File: src/rtl/axis_packetizer_pkg.sv
// Shared definitions for the byte-stream packetizer: FSM state encoding and
// the default sync byte that opens every packet.
package axis_packetizer_pkg;

    typedef enum logic [1:0] {
        IDLE,
        HEAD,
        DATA,
        SUM
    } state_t;

    localparam logic [7:0] SYNC_BYTE_DEFAULT = 8'hA5;

endpackage

File: src/rtl/axis_packetizer.sv
// Frames an upstream byte stream into SYNC / HEADER / payload / CHECKSUM packets
// on a registered output stream that moves one byte per cycle when unstalled.
module axis_packetizer
    import axis_packetizer_pkg::*;
#(
    parameter int unsigned PAYLOAD_LENGTH = 16,
    parameter logic [7:0]  SYNC_BYTE      = SYNC_BYTE_DEFAULT
) (
    input  logic       clock,
    input  logic       reset,
    input  logic       overflow,
    input  logic [7:0] idata,
    input  logic       ivalid,
    output logic       iready,
    output logic [7:0] odata,
    output logic       ovalid,
    input  logic       oready,
    output logic       busy
);

    localparam int unsigned COUNT_W = (PAYLOAD_LENGTH > 1) ? $clog2(PAYLOAD_LENGTH) : 1;
    localparam logic [COUNT_W-1:0] LAST_COUNT = COUNT_W'(PAYLOAD_LENGTH - 1);

    state_t             state;
    logic [6:0]         seq;
    logic [7:0]         sum;
    logic [COUNT_W-1:0] count;
    logic               slot_free;

    // The output register can take a new byte when it is empty or being drained.
    assign slot_free = !ovalid || oready;
    assign iready    = (state == DATA) && slot_free;
    assign busy      = (state != IDLE) || ovalid;

    // NOTE: all state below updates with non-blocking assignments so every
    // branch sees the pre-edge values of state, sum, count and seq.
    always_ff @(posedge clock or posedge reset) begin
        if (reset) begin
            state  <= IDLE;
            odata  <= 8'h00;
            ovalid <= 1'b0;
            seq    <= 7'd0;
            sum    <= 8'h00;
            count  <= '0;
        end else if (slot_free) begin
            // Default empties the slot; every load below re-asserts ovalid.
            ovalid <= 1'b0;
            unique case (state)
                IDLE: begin
                    if (ivalid) begin
                        odata  <= SYNC_BYTE;
                        ovalid <= 1'b1;
                        state  <= HEAD;
                    end
                end
                HEAD: begin
                    odata  <= {overflow, seq};
                    ovalid <= 1'b1;
                    sum    <= {overflow, seq};
                    count  <= '0;
                    state  <= DATA;
                end
                DATA: begin
                    if (ivalid) begin
                        odata  <= idata;
                        ovalid <= 1'b1;
                        sum    <= sum + idata;
                        count  <= count + 1'b1;
                        if (count == LAST_COUNT) begin
                            state <= SUM;
                        end
                    end
                end
                SUM: begin
                    odata  <= -sum;
                    ovalid <= 1'b1;
                    seq    <= seq + 1'b1;
                    state  <= IDLE;
                end
            endcase
        end
    end

endmodule

File: config.mk
export PLATFORM = sky130hd
export DESIGN_NAME = axis_packetizer
export DESIGN_NICKNAME = d
export VERILOG_FILES = /design/src/rtl/axis_packetizer_pkg.sv /design/src/rtl/axis_packetizer.sv
export SDC_FILE = /design/constraint.sdc
export NUM_CORES = 1
export LEC_CHECK = 0
export BUFFER_PORTS_ARGS = -buffer_cell sky130_fd_sc_hd__buf_2
export CAP_MARGIN = 5
export CELL_PAD_IN_SITES_DETAIL_PLACEMENT = 1
export CELL_PAD_IN_SITES_GLOBAL_PLACEMENT = 1
export CORE_ASPECT_RATIO = 1.5
export CORE_MARGIN = 2
export CORE_UTILIZATION = 44
export CTS_CLUSTER_SIZE = 14
export DETAILED_ROUTE_END_ITERATION = 6
export PLACE_DENSITY = 0.82
export SLEW_MARGIN = 10
export SYNTH_ARGS = -nofsm -noshare
export SYNTH_HDL_FRONTEND = slang
export SYNTH_SLANG_ARGS = --single-unit
File: constraint.sdc
create_clock -name clock -period 2.05 [get_ports clock]
set_input_delay 0.5125 -clock clock [delete_from_list [all_inputs] [get_ports clock]]
set_output_delay 0.5125 -clock clock [all_outputs]
set_load 0.02 [all_outputs]
==> results by group, run 1 <==
STA
  – Max Clock Skew: 8.38 ps
  – Setup TNS: 0 ps
  – Min Hold Slack: 300 ps
  – Endpoints failing setup: 0
  – Tcrit/Tclk final: 94.9%
  – Slew Limit Fails: 0
  – RSZ-0062 raised after global routing: no
  – Max Clk Rate: 514 MHz
  – Crit path time final: 1950 ps
  – Actual slew at the worst max-slew pin: 541 ps
  – Final worst slack: 105 ps
  – Max transition margin: 63.5%
  – Final-report hold violation count: 0

Setup path
  – Crit path capture: iready
  – Worst Setup Start Kind: flop
  – WP data required: 1540 ps
  – Reg2Reg Setup Slack: 210 ps
  – Worst-path maximum fanout: 6
  – Critical path arrival: 1430 ps
  – Slowest stage cell, crit path: dfrtp_1
  – Crit path kind: reg -> out
  – Reg2reg path depth: 8
  – Critical R2R Capture: sum[6]
  – Worst path cell trace: inv_1 -> ha_4 -> and2_1 -> buf_2
  – Endpoint class of the critical path: primary output
  – Crit path from: state[0]
  – CP max stage delay: 420 ps
  – Reg2reg start: sum[0]

Yosys
  – Syn nets: 243
  – Async SR Flop Fraction: 100%
  – Ys flop type: dfrtp_1
  – Post-Syn Area: 1960 µm²
  – Yosys reg bits: 30
  – Most area-hungry cell type in the Yosys netlist: dfrtp_1
  – Top-area cell type share of the netlist area: 38.3%
  – Number of distinct library cells after synthesis: 44
  – Number of flops mapped to enable cells by yosys: 0
  – Average cell area after synthesis: 9.15 µm²
  – Number of synthesis warnings: 0
  – Ranking of synthesized cells by area: dfrtp_1 38%, ha_1 9.6%, a21oi_1 5.1%, xnor2_1 4.5%, nand2_1 4.4%
  – Register area share after synthesis: 38.3%
  – Cells after Synth: 214

Power
  – Internal power: 2.13 mW
  – Worst VDD drop: 0.000978 V
  – Final Power: 3.81 mW
  – Lkg Pwr: 1.02 nW
  – Sw Ratio: 44.2%
  – Power density over the cells: 1680 nW/µm²
  – Clk pwr share: 16.2%
  – Reg power frac: 29.5%
  – Net Switching: 1.68 mW
  – Gate power share: 54.3%

Floorplan
  – Starting density of the core: 46.1%
  – Die extent in y: 85.7 µm
  – Row cnt: 29
  – Boundary Pins: 24
  – Core Area: 4250 µm²
  – Die X: 58.5 µm
  – Die Area: 5010 µm²

Final layout
  – Layout fillers: 503
  – Layout area overhead: 16.2%
  – Antenna diode count: 0
  – Most common cell after layout, fill and taps aside: dfrtp_1
  – Leading cell types in the layout, fill and taps excluded: 29 x dfrtp_1, 23 x nand2_1, 23 x buf_2
  – Share of layout cells above drive strength 1: 19.0%
  – Final nets: 271
  – Final core occ: 53.6%

Hold path
  – Hold Crit Class: in -> async

Drt
  – Via count: 1707
  – Via/cell ratio: 5.93
  – DRC viols: 0
  – DRT iter0 DRCs: 97
  – Routed wire length: 5260 µm
  – Pre-antenna DRT Iters: 4
  – Wire per inst: 18.3 µm
  – Post-route ant nets: 0

CTS
  – H-tree Lvls: 2
  – Worst-Skew Late Latency: 280 ps
  – Clock-pin slew on the worst setup and hold paths: 70 ps
  – Clk sinks: 30
  – Postcts setup bufs: 0
  – Longest Clk Path Bufs: 2
  – Clock buffer count from CTS: 5
  – Clock root buffer: clkbuf_8
  – Post-cts hold buffer count: 0
  – CTS tree: yes

GRT
  – Antenna violations before repair: 0
  – GRT overflow: 0
  – GRT Overall Usage: 22.8%
  – First-pass GRT wire length: 8610 µm
  – Pin count of the biggest net entering global routing: 31
  – Vias in the first global route: 1850

Flow run
  – Max Cap Viol: 0

Placement
  – Pre-CTS WS: -59.6 ps
  – IO buf count: 23
  – Gpl congestion: 0.793
  – Post-DP HPWL: 3890 µm

Outcome
  – Outcome: complete, no violations
==> sequential cells by signal, indices dropped and copies added (netlist names) <==
| register | flops |
|---|---|
| odata | 8 |
| sum | 8 |
| seq | 7 |
| count | 4 |
| state | 2 |
| ovalid | 1 |
==> Yosys cell counts (all sizes together), types with 3 or more instances <==
cell type / number
a21oi: 20
a221o: 3
a222oi: 4
buf: 7
clkbuf: 3
dfrtp: 30
ha: 15
inv: 11
nand2: 24
nand2b: 6
nand3: 11
nor2: 9
nor3: 3
o21ai: 20
o31ai: 5
xnor2: 10
xor2: 7
==> metal layers <==
layer | up-vias | GRT usage [%] | routed length [µm]
li1 | 822 | - | -
met1 | 844 | 24.0 | 2030
met2 | 29 | 42.9 | 2930
met3 | 12 | 3.02 | 126
met4 | 0 | 10.8 | 170
met5 | - | 0 | 0
==> layout make-up <==
cell class	instances	area (µm²)	area share, %
Sequential cell	30	752	33.1
Timing Repair Buffer	31	175	7.70
Clock inverter	1	30.0	1.32
Multi-Input combinational cell	163	1140	49.9
Clock buffer	6	82.6	3.63
Inverter	11	41.3	1.82
Tap cell	46	57.6	2.53
==> power by group through the flow <==
stage	registers [mW]	logic [mW]	clock network, mW
4_1_cts	1.12	2.07	0.631
6_report	1.12	2.07	0.617
2_1_floorplan	1.14	1.45	0
5_1_grt	1.15	2.34	0.646
3_5_place_dp	1.12	2.04	0
3_3_place_gp	1.11	1.98	0
==> per-stage QoR <==
step                std cells  instance area, µm²
finish                    288                2270
global route              288                2270
CTS                       288                2260
detailed placement        281                2150
global placement          281                2150
floorplan                 214                1960
==> timing repair <==
item | 4_1_cts | 5_1_grt
pin swaps | 0 | 1
resized for setup | 1 | 3
hold endpoints to repair | 0 | 0
endpoints found under the setup margin | 1 | 2
==> cell families after synthesis <==
logic type | share of synthesized area, %
compound gates | 22.0
xor+xnor | 7.60
fa+ha+maj | 10.6
buf+inv | 4.41
flops | 38.3
mux | 2.36
simple gates | 14.7
==> how the worst min path moves through the flow <==
stage | start | end | slack, ps | cells past startpoint
final | reset | odata[0] | 300 | 3
after global routing | reset | state[1] | 370 | 3
after CTS | reset | odata[0] | 320 | 3
after detailed placement | odata[0] | odata[0] | 460 | 1
after global placement | odata[6] | odata[6] | 460 | 2
after floorplan | seq[6] | seq[6] | 470 | 1
==> critical path, delay by kind of cell, from the launching register on <==
family | cells | cell delay, ps
simple gates | 1 | 180
buf+inv | 2 | 340
fa+ha+maj | 1 | 200
flops | 1 | 420
Note: power is estimated with default switching activity, not from simulation.
==> inputs of run 2 (changes only) <==
--- a/config.mk
+++ b/config.mk
@@ -10,7 +10,7 @@
 export CELL_PAD_IN_SITES_DETAIL_PLACEMENT = 1
 export CELL_PAD_IN_SITES_GLOBAL_PLACEMENT = 1
 export CORE_ASPECT_RATIO = 1.5
-export CORE_MARGIN = 2
+export CORE_MARGIN = 3
 export CORE_UTILIZATION = 44
 export CTS_CLUSTER_SIZE = 14
 export DETAILED_ROUTE_END_ITERATION = 6
@@ -19,3 +19,4 @@
 export SYNTH_ARGS = -nofsm -noshare
 export SYNTH_HDL_FRONTEND = slang
 export SYNTH_SLANG_ARGS = --single-unit
+export TNS_END_PERCENT = 10
==> run 2 against run 1 <==
Total power about the same. Sequential share of layout area grew 0.15 points. Cell count unchanged. Critical path depth did not move. Core utilization down 0.32 points. Count of clock-buffer cells in the layout did not move. Largest power group unchanged. Highest routed layer unchanged.
==> results by group, run 2 (synthesis gave the netlist of run 1 again) <==
Setup path
  – Crit path kind: reg -> out
  – Endpoint class of the critical path: primary output
  – WP data required: 1540 ps
  – Worst-path maximum fanout: 6
  – Critical path arrival: 1460 ps
  – Worst Setup Start Kind: flop

Floorplan
  – Die extent in y: 87.7 µm
  – Boundary Pins: 24
  – Die Area: 5300 µm²
  – Core Area: 4250 µm²
  – Row cnt: 29
  – Starting density of the core: 46.1%
  – Die X: 60.5 µm

Final layout
  – Antenna diode count: 0
  – Design area: 2260 µm²
  – Final std cells w/o fill: 288
  – Share of layout cells above drive strength 1: 18.2%
  – Most common cell after layout, fill and taps aside: dfrtp_1
  – Layout area overhead: 15.5%
  – Leading cell types in the layout, fill and taps excluded: 30 x dfrtp_1, 23 x nand2_1, 23 x buf_2
  – Final nets: 271
  – Regs by FF count: odata: 8 flops, sum: 8 flops, seq: 7 flops
  – Final core occ: 53.3%

Drt
  – Post-route ant nets: 0
  – Via count: 1771
  – DRT iter0 DRCs: 89
  – Wire per inst: 18.6 µm
  – Pre-antenna DRT Iters: 5
  – DRC viols: 0
  – Routed wire length: 5350 µm
  – Via/cell ratio: 6.15

Placement
  – Post-DP HPWL: 3970 µm
  – Gpl congestion: 0.875
  – Dpl cells: 281
  – IO buf count: 23
  – Post-DP Area: 2150 µm²

GRT
  – GRT overflow: 0
  – Grt met1 use: 24.0%
  – Antenna violations before repair: 0
  – Busiest layer in global routing: met2
  – GR Layer Usage met2: 40.7%
  – GRT Overall Usage: 22.3%
  – First-pass GRT wire length: 8830 µm
  – Vias in the first global route: 1922
  – Pin count of the biggest net entering global routing: 31
  – Grt met3 use: 3.39%

Outcome
  – Outcome: complete, no violations

STA
  – Actual slew at the worst max-slew pin: 523 ps
  – Max transition margin: 64.7%
  – Tcrit/Tclk final: 96.2%
  – Max Clock Skew: 5.89 ps
  – RSZ-0062 raised after global routing: no
  – Final-report hold violation count: 0
  – Slew Limit Fails: 0
  – Max Clk Rate: 507 MHz
  – Endpoints failing setup: 0
  – Crit path time final: 1970 ps

CTS
  – Clock buffer count from CTS: 5
  – H-tree Lvls: 2
  – CTS tree: yes
  – Clk sinks: 30
  – Clock root buffer: clkbuf_8
  – Worst-Skew Late Latency: 280 ps
  – Post-cts hold buffer count: 0
  – Longest Clk Path Bufs: 2
  – Clock-pin slew on the worst setup and hold paths: 70 ps

Flow run
  – Max Cap Viol: 0

Power
  – Power density over the cells: 1680 nW/µm²
  – Worst VDD drop: 0.000923 V
  – Lkg Pwr: 1.02 nW

Hold path
  – Hold Crit Class: in -> async
[run 2: cell count changes in the layout (fill, tap and decap cells not counted)]
cell     delta
ha_2        +1
dfrtp_2     -1
dfrtp_1     +1
nor2b_2     -1
nor2b_1     +1
ha_4        -1
[run 2: area by class of cell]
class | instances | area (µm²)
clock buffer | 6 | 82.6
timing repair buffer | 31 | 175
sequential | 30 | 751
multi-input combinational | 163 | 1120
tap | 46 | 57.6
inverter | 11 | 41.3
fill | 503 | 1980
clock inverter | 1 | 30.0
[run 2: path summary, 6_finish.rpt]
path | from | cells after the start | to | slack (ps)
min | reset | 3 | odata[1] | 300
min reg2reg | odata[0] | 1 | odata[0] | 470
max | state[0] | 4 | iready | 80
max reg2reg | sum[0] | 8 | sum[6] | 150
max in group asynchronous | reset | 3 | sum[7] | 1450
min in group clock | odata[0] | 1 | odata[0] | 470
[run 2: metal layers]
| metal | wire length [µm] | part of all wire [%] | vias to the layer above |
|---|---|---|---|
| li1 | - | - | 823 |
| met1 | 1990 | 37 | 867 |
| met2 | 2910 | 54 | 62 |
| met3 | 247 | 4.6 | 19 |
| met4 | 197 | 3.7 | 0 |
| met5 | 0 | 0 | - |
[run 2: critical path, cell delays in order, from the launching register on]
cell	delay, ps
dfrtp_1	430
inv_1	130
ha_2	260
and2_1	180
buf_2	170
[run 2: stage by stage]
stage	power [mW]	setup WS (ps)	hold slack, ps	TNS [ps]
after floorplan	2.59	181	465	0
after global placement	3.09	20.4	456	0
after detailed placement	3.20	-84.6	461	-84.6
after CTS	3.84	60.5	313	0
after global routing	4.13	6.39	346	0
final	3.81	78.0	301	0
[run 2: report_power, final]
| part | internal, mW | switching [mW] |
|---|---|---|
| sequential | 0.843 | 0.271 |
| clock | 0.389 | 0.229 |
| combinational | 0.885 | 1.19 |
[run 2: timing repair]
item	4_1_cts	5_1_grt
pin swaps	0	1
hold endpoints to repair	0	0
buffers inserted	0	0
resized for setup	1	0
endpoints found under the setup margin	1	1
